==> src/rtl/beep_alert_multi.sv <==
// Event-driven beeper: turns key/pause/finish edges into timed beep sequences.
// Optional finish reminders are compiled in with `define BEEP_REMIND_EN.
module beep_alert_multi #(
  parameter int CLK_DIV      = 50000,
  parameter int BEEP_ON      = 2,
  parameter int BEEP_OFF     = 2,
  parameter int KEY_BEEPS    = 1,
  parameter int FINISH_BEEPS = 5,
  parameter int CNT_W        = 4,
  parameter int REMIND_TICKS = 20
) (
  input  logic             clk,
  input  logic             rst_n,
  input  logic             power_led,
  input  logic             pause,
  input  logic             button,
  input  logic             finish,
  output logic [CNT_W-1:0] times,
  output logic             flag_finish,
  output logic             clk_n,
  output logic             sign_led,
  output logic             busy
);

  localparam int DIV_W  = (CLK_DIV > 1) ? $clog2(CLK_DIV) : 1;
  localparam int PH_MAX = (BEEP_ON > BEEP_OFF) ? BEEP_ON : BEEP_OFF;
  localparam int PH_W   = (PH_MAX > 1) ? $clog2(PH_MAX) : 1;
  localparam logic [DIV_W-1:0] DIV_LAST = DIV_W'(CLK_DIV - 1);
  localparam logic [PH_W-1:0]  ON_LAST  = PH_W'(BEEP_ON - 1);
  localparam logic [PH_W-1:0]  OFF_LAST = PH_W'(BEEP_OFF - 1);

  typedef enum logic [1:0] {ST_IDLE, ST_ON, ST_OFF} state_t;

  state_t           r_state, w_state_nxt;
  logic [DIV_W-1:0] r_div, w_div_nxt;
  logic [PH_W-1:0]  r_ph, w_ph_nxt;
  logic [CNT_W-1:0] r_times, w_times_nxt;
  logic             r_flag, w_flag_nxt;
  logic             r_clk_n, w_clk_n_nxt;
  logic             r_seq_fin, w_seq_fin_nxt;
  logic             r_prev_pause, r_prev_button, r_prev_finish;

  logic w_tick, w_ev_finish, w_ev_key, w_remind_fire, w_start_fin, w_start_key;

`ifdef BEEP_REMIND_EN
  localparam int RM_W = (REMIND_TICKS > 1) ? $clog2(REMIND_TICKS) : 1;
  localparam logic [RM_W-1:0] RM_LAST = RM_W'(REMIND_TICKS - 1);
  logic [RM_W-1:0] r_remind, w_remind_nxt;
`endif

  assign w_tick      = (r_div == DIV_LAST);
  assign w_ev_finish = finish & ~r_prev_finish;
  assign w_ev_key    = (pause & ~r_prev_pause) | (button & ~r_prev_button);

  // NOTE: every next-state signal takes its hold value first, so no path leaves one unassigned (no latches).
  always_comb begin
    w_state_nxt   = r_state;
    w_div_nxt     = w_tick ? '0 : r_div + 1'b1;
    w_ph_nxt      = r_ph;
    w_times_nxt   = r_times;
    w_flag_nxt    = r_flag;
    w_clk_n_nxt   = r_clk_n;
    w_seq_fin_nxt = r_seq_fin;
    w_remind_fire = 1'b0;

`ifdef BEEP_REMIND_EN
    w_remind_nxt = '0;
    if (r_state == ST_IDLE && r_flag) begin
      w_remind_nxt = r_remind;
      if (w_tick) begin
        if (r_remind == RM_LAST) begin
          w_remind_fire = 1'b1;
          w_remind_nxt  = '0;
        end else begin
          w_remind_nxt = r_remind + 1'b1;
        end
      end
    end
`else
    // Reminders compiled out; the parameter stays in the interface regardless.
    w_remind_fire = (REMIND_TICKS < 0);
`endif

    // An acknowledge clears the flag unless a finish edge takes priority.
    if (w_ev_key && !w_ev_finish) w_flag_nxt = 1'b0;

    case (r_state)
      ST_ON: begin
        if (w_tick) begin
          if (r_ph == ON_LAST) begin
            w_state_nxt = ST_OFF;
            w_ph_nxt    = '0;
            w_times_nxt = r_times - CNT_W'(1);
          end else begin
            w_ph_nxt = r_ph + 1'b1;
          end
        end
      end
      ST_OFF: begin
        if (w_tick) begin
          if (r_ph == OFF_LAST) begin
            w_ph_nxt = '0;
            if (r_times != '0) begin
              w_state_nxt = ST_ON;
            end else begin
              w_state_nxt   = ST_IDLE;
              w_seq_fin_nxt = 1'b0;
              if (r_seq_fin) w_flag_nxt = 1'b1;
            end
          end else begin
            w_ph_nxt = r_ph + 1'b1;
          end
        end
      end
      default: w_state_nxt = ST_IDLE;
    endcase

    w_start_fin = w_ev_finish | (w_remind_fire & ~w_ev_key);
    w_start_key = ~w_start_fin & w_ev_key & ~(r_seq_fin & (r_state != ST_IDLE));

    if (w_start_fin || w_start_key) begin
      w_state_nxt   = ST_ON;
      w_div_nxt     = '0;
      w_ph_nxt      = '0;
      w_times_nxt   = w_start_fin ? CNT_W'(FINISH_BEEPS) : CNT_W'(KEY_BEEPS);
      w_seq_fin_nxt = w_start_fin;
    end

    // Tone edge lands where the divider reaches its last count.
    if (w_state_nxt != ST_ON || w_start_fin || w_start_key) begin
      w_clk_n_nxt = 1'b0;
    end else if (r_state == ST_ON && w_div_nxt == DIV_LAST) begin
      w_clk_n_nxt = ~r_clk_n;
    end

    if (!power_led) begin
      w_state_nxt   = ST_IDLE;
      w_div_nxt     = '0;
      w_ph_nxt      = '0;
      w_times_nxt   = '0;
      w_flag_nxt    = 1'b0;
      w_clk_n_nxt   = 1'b0;
      w_seq_fin_nxt = 1'b0;
`ifdef BEEP_REMIND_EN
      w_remind_nxt  = '0;
`endif
    end
  end

  // NOTE: state registers use non-blocking assignments so all of them update from the same pre-edge values.
  always_ff @(posedge clk) begin
    if (!rst_n) begin
      r_state       <= ST_IDLE;
      r_div         <= '0;
      r_ph          <= '0;
      r_times       <= '0;
      r_flag        <= 1'b0;
      r_clk_n       <= 1'b0;
      r_seq_fin     <= 1'b0;
      r_prev_pause  <= 1'b0;
      r_prev_button <= 1'b0;
      r_prev_finish <= 1'b0;
`ifdef BEEP_REMIND_EN
      r_remind      <= '0;
`endif
    end else begin
      r_state       <= w_state_nxt;
      r_div         <= w_div_nxt;
      r_ph          <= w_ph_nxt;
      r_times       <= w_times_nxt;
      r_flag        <= w_flag_nxt;
      r_clk_n       <= w_clk_n_nxt;
      r_seq_fin     <= w_seq_fin_nxt;
      r_prev_pause  <= pause;
      r_prev_button <= button;
      r_prev_finish <= finish;
`ifdef BEEP_REMIND_EN
      r_remind      <= w_remind_nxt;
`endif
    end
  end

  assign times       = r_times;
  assign flag_finish = r_flag;
  assign clk_n       = r_clk_n;
  assign sign_led    = (r_state == ST_ON);
  assign busy        = (r_state != ST_IDLE);

endmodule

==> config.mk <==
export PLATFORM = sky130hd
export DESIGN_NAME = beep_alert_multi
export DESIGN_NICKNAME = d
export VERILOG_FILES = /design/src/rtl/beep_alert_multi.sv
export SDC_FILE = /design/constraint.sdc
export NUM_CORES = 1
export LEC_CHECK = 0
export ABC_AREA = 1
export CAP_MARGIN = 20
export CELL_PAD_IN_SITES_DETAIL_PLACEMENT = 1
export CELL_PAD_IN_SITES_GLOBAL_PLACEMENT = 2
export CORE_MARGIN = 4
export CORE_UTILIZATION = 28
export DETAILED_ROUTE_END_ITERATION = 10
export PLACE_DENSITY_LB_ADDON = 0.05
export SLEW_MARGIN = 20
export SYNTH_ARGS = -nofsm -noshare
export SYNTH_HDL_FRONTEND = slang
export SYNTH_SLANG_ARGS = --single-unit
==> constraint.sdc <==
create_clock -name clk -period 1.59 [get_ports clk]
set_input_delay 0.2385 -clock clk [delete_from_list [all_inputs] [get_ports clk]]
set_output_delay 0.2385 -clock clk [all_outputs]
set_load 0.005 [all_outputs]
Word level (Yosys, flattened, before mapping)
Cells that the tools add are included.
{"block": "totals", "mem_bits_rw": 0, "mem_count": 0, "latchBits": 0, "register_bits": 29, "out_inout_bits": 8, "word_cells": 79, "inputBits": 6, "romBits": 0}
{"block": "classes", "shifts": 0, "n_mux": 26, "reduce_logical": 19, "div": 0, "eq_ne": 6, "add_sub_neg": 3, "magnitude_cmp": 0, "n_bitwise": 15, "n_mul": 0}
{"operator": "$eq A16 B16 Y1 const B", "n": 2}
{"operator": "$mux W16", "n": 2}
{"operator": "$add A16 B1 Y16 const B", "n": 1}
{"operator": "$mux W4", "n": 4}
{"operator": "$mux W1", "n": 13}
{"operator": "$mux W2", "n": 5}
{"operator": "$reduce_bool A2 Y1", "n": 5}
{"operator": "$not A1 Y1", "n": 8}
{"operator": "$and A1 B1 Y1", "n": 6}
{"operator": "$reduce_or A3 Y1", "n": 2}
{"operator": "$ne A2 B1 Y1 const B", "n": 2}
{"operator": "$pmux W2 S2", "n": 1}
{"operator": "$reduce_and A2 Y1", "n": 2}
{"operator": "$reduce_and A4 Y1", "n": 1}
{"operator": "$reduce_bool A4 Y1", "n": 1}
{"operator": "$sub A4 B1 Y4 const B", "n": 1}
{"operator": "$logic_or A1 B1 Y1", "n": 3}
{"operator": "$mux W3", "n": 1}
{"operator": "$reduce_and A3 Y1", "n": 1}
{"operator": "$eq A2 B1 Y1 const B", "n": 1}
{"operator": "$eq A2 B2 Y1 const B", "n": 1}
{"operator": "$logic_and A1 B1 Y1", "n": 2}
{"operator": "$reduce_or A2 Y1", "n": 1}
{"operator": "$add A1 B1 Y1 const B", "n": 1}
{"operator": "2 further kinds", "n": 2}

Depth between registers and ports, before layout
{"block": "depth", "word_depth": 11, "mapped_depth": 13, "ltp_nobuf": 13}

Worst setup path before layout
OpenSTA, ideal clock, no wires.
{"block": "synth_path", "path_type": "flip-flop to flip-flop", "startpoint": "reg r_state[0]", "endpoint": "reg r_clk_n (netlist: clk_n)", "synth_period_minus_slack_ns": 1.616, "setup_time_ns": 0.064, "path_stages_with_launch": 14, "path_slack_ns": -0.026, "t_arrival_ns": 1.552, "cell_sequence": "dfxtp_1 > inv_1 > ha_1 > inv_1 > nand2_1 > a21oi_4 > nand2_2 > inv_1 > nand3_1 > nor2_2 > nand3_1 > nand2_1 > inv_1 > nor2_1"}
{"block": "synth_via", "elab_chain_cells": 10, "elab_cells_between_ends": 20, "classes_between": "eq/ne: 4; mux: 7; bitwise: 3; reduce/logical: 6"}
{"item": "from (decl)", "line": "34", "source": "state_t r_state, w_state_nxt;"}
{"item": "from (signal assigned)", "line": "167", "source": "r_state <= w_state_nxt;"}
{"item": "$reduce_bool A2 Y1 *"}
{"item": "net busy", "line": "22", "source": "output logic busy"}
{"item": "$and A1 B1 Y1 *", "line": "119", "source": "w_start_key = ~w_start_fin & w_ev_key & ~(r_seq_fin & (r_state != ST_IDLE));"}
{"item": "$not A1 Y1 *", "line": "119"}
{"item": "$and A1 B1 Y1 *", "line": "119"}
{"item": "$logic_or A1 B1 Y1", "line": "121", "source": "if (w_start_fin || w_start_key) begin"}
{"item": "$mux W2", "line": "121"}
{"item": "$ne A2 B1 Y1", "line": "130", "source": "if (w_state_nxt != ST_ON || w_start_fin || w_start_key) begin"}
{"item": "$logic_or A1 B1 Y1 (2 in a row)", "line": "130"}
{"item": "$reduce_or A3 Y1 (no line)"}
{"item": "to (signal assigned)", "line": "172", "source": "r_clk_n <= w_clk_n_nxt;"}
{"item": "to (decl)", "line": "39", "source": "logic r_clk_n, w_clk_n_nxt;"}
The timed path passes the listed nets; every way through them passes the cells marked *.
A chain may end at the register's enable or synchronous reset.

Worst setup path after layout
{"block": "layout_path", "startpoint": "reg r_state[1]", "endpoint": "reg r_times[0] (netlist: times[0])"}
{"block": "layout_via", "elab_chain_cells": 7, "elab_cells_between_ends": 11, "classes_between": "eq/ne: 1; mux: 1; bitwise: 3; reduce/logical: 6"}
{"item": "$reduce_bool A2 Y1", "line": "119"}
{"item": "$and A1 B1 Y1", "line": "119"}
{"item": "$not A1 Y1", "line": "119"}
{"item": "$and A1 B1 Y1", "line": "119"}
{"item": "$logic_or A1 B1 Y1", "line": "121"}
{"item": "$reduce_bool A2 Y1 (no line)"}
{"item": "$reduce_and A3 Y1 (no line)"}
{"item": "to (signal assigned)", "line": "170", "source": "r_times <= w_times_nxt;"}
{"item": "to (decl)", "line": "37", "source": "logic [CNT_W-1:0] r_times, w_times_nxt;"}
Several ways; a longest one is shown, not always the timed one.

==> results.cfg <==
[run_status]
status = finished with violations
violations = setup timing

[critical_path]
r2r_slack_ps = -10
cp-start-kind = register
worstSetupEndpointType = register
crit_path_max_fanout = 4
required_ps = 1760
worstSetupPathType = reg -> reg
critPathArrivalTime_ps = 1770

[drt]
drt-total-wl_microns = 5270
vias = 1843
ant_nets = 0
route.met2.wl_microns = 2760
dr.pass1.iters = 3
drt_iter0_drc = 35
dr_wl_met3_microns = 101
viasPerCell = 4.54
wl_met1_microns = 2340
drc = 0
routedWlPerCell_microns = 13.0
top_layer = met4

[synth]
yosys.area.top_type = dfxtp_1
seq_area_frac_synth_pct = 34.5
synth_nets = 276
synth_warnings = 0
synth_xor_area_share_pct = 1.56
muxShareOfSynthArea_pct = 0
synthCells = 264
synthAdderAreaFrac_pct = 4.46
synth_compound_area_share_pct = 6.69
synth_top_area_share_pct = 34.5
synth_top_family_by_area = simple AND/OR/NAND/NOR gates
syn-cell-area_sq_um = 1680
avgSynthCellArea_sq_um = 6.37
synthSimpleGateAreaFrac_pct = 42.5
ys_top_cells_by_area = dfxtp_1, nand2_1, nor2_1, inv_1, nand3_1
synth-seq-cells = 29
yosysUniqueCellTypes = 22

[global_routing]
grt_start_max_net_pins = 10
grt_first_pass_wirelength_microns = 8880
grt_pass1_vias = 1953
track_usage_pct = 15.5
antenna_found_initial = 0
gr-total-overflow = 0

[clock_network]
clock-sinks = 29
clockBufferDepth = 2
clkTransAtPathRegs_ps = 70
clockRootBuffer = clkbuf_8
cts_buffers = 5
htreeDepth = 2
postCtsHoldBufs = 0
cts_tree = built
clk_latency_ps = 280

[sta]
slew_viol_final = 0
fmax_mhz = 624
final-hold-violation-count = 0
slew_headroom_pct = 81.2
fin_crit_sh_pct = 101
setup_slack_ps = -12.3
rsz0062_at_grt = true
finalSetupViolCount = 3
finalClockSkew_ps = 6.46
tightest_slew_ps = 282
fin_crit_ps = 1600

[floorplan]
pin_count = 14
core.rowCount = 27
die_area_sq_um = 7310
core_area_sq_um = 5680
die_w_microns = 85.5
die_y_microns = 85.5
start_util_pct = 29.7

[worst_hold_path]
hp-class = reg -> reg

[placement]
placed_cells = 390
post-place-ws_ps = -332
io_buffers = 13
globalplace.congestion = 0.797
dpl.hpwl_microns = 4200

[layout]
layout-drive-gt1-share_pct = 44.3
area_growth_pct = 59.3
final_cell_mix = nand2_1, buf_4, inv_1
multi_input_area_sq_um = 1170
layout_commonest_cell = nand2_1
seq_area_sq_um = 601
nFillCells = 738
stdcell_count = 406
antenna_cells = 0
fin_nets = 345

[pwr]
vdd_drop_max_uv = 418
p_per_area_nw_per_um2 = 586
p_leak_nw = 1.08
total_power_mw = 1.57

[run]
drv_cap = 0
[sequential cells by signal, indices dropped and copies added, names as in the netlist]
| register | count |
|---|---|
| r_seq_fin | 1 |
| clk_n | 1 |
| flag_finish | 1 |
| r_prev_button | 1 |
| r_div | 16 |
| r_prev_finish | 1 |
| r_ph | 1 |
| r_state | 2 |
| r_prev_pause | 1 |
| times | 4 |
[cells in the mapped netlist]
cell type	instances
nand2_2	4
inv_2	6
xnor2_1	2
a21oi_1	8
xor2_1	1
dfxtp_1	29
nor3_1	8
nand3_1	19
a21oi_4	1
nor2_4	3
inv_1	39
nand3_2	1
clkbuf_1	1
nor2_2	6
a41oi_1	1
ha_1	6
nand2_1	71
o21ai_0	4
o22ai_2	1
nor2_1	42
o21ai_1	3
nand4_1	8
[report_power, final]
group | leakage (nW) | switching, mW | internal, mW
clock network | 0.0450 | 0.303 | 0.303
logic | 0.789 | 0.109 | 0.111
registers | 0.242 | 0.00822 | 0.737
[critical path: stages, from the launching register on]
cell and delay, ps:
dfxtp_2 360, inv_4 50, ha_4 160, inv_4 60, nand2_4 50, a21oi_4 180
buf_6 130, buf_12 100, buf_4 110, nand2_2 60, buf_4 130, nand2_1 50
a21oi_1 60
[cell families after synthesis]
| kind of cell | Yosys count |
|---|---|
| AOI/OAI and AO/OA | 18 |
| xor gates and xnor gates | 3 |
| adders and majority gates | 6 |
| buffers and inverters | 46 |
| DFF | 29 |
| and+or+nand+nor | 162 |
[final timing paths]
kind                                          endpoint                   start  cells past startpoint
worst min-delay path            flag_finish$_SDFF_PN0_  flag_finish$_SDFF_PN0_                      2
worst min register to register  flag_finish$_SDFF_PN0_  flag_finish$_SDFF_PN0_                      2
worst max-delay path             times[0]$_SDFFE_PN0P_   r_state[1]$_SDFF_PN0_                     12
worst max register to register   times[0]$_SDFFE_PN0P_   r_state[1]$_SDFF_PN0_                     12
[layer usage]
| layer | up-vias | track usage, % |
|---|---|---|
| met5 | - | 0 |
| met3 | 7 | 3.17 |
| met1 | 855 | 18.4 |
| met4 | 0 | 3.88 |
| met2 | 17 | 28.3 |
| li1 | 964 | - |
[cell type report]
cell class                 count  share of cell area, %
sequential                    29                   22.4
clock buffer                   6                   2.71
tap                           72                   3.36
clock inverter                 2                  0.373
multi-input combinational    189                   43.6
timing repair buffer          63                   20.8
inverter                      45                   6.77
[through the flow]
step / setup TNS [ps] / util [%] / hold slack, ps / area (sq um)
6_report: -34.6 / 47.2 / 477 / 2680
3_5_place_dp: -3040 / 39.7 / 471 / 2250
4_1_cts: -196 / 42.8 / 488 / 2430
3_3_place_gp: -2550 / 39.7 / 464 / 2250
2_1_floorplan: 0 / - / 332 / 1680
5_1_grt: -669 / 47.2 / 507 / 2680
[repair_timing]
action,in CTS,in global routing
pin swaps,19,29
gates resized for setup,26,72
cloned,0,0
endpoints found under the setup margin,16,21
setup buffers,3,5
Note: power is estimated with default switching activity, not from simulation.
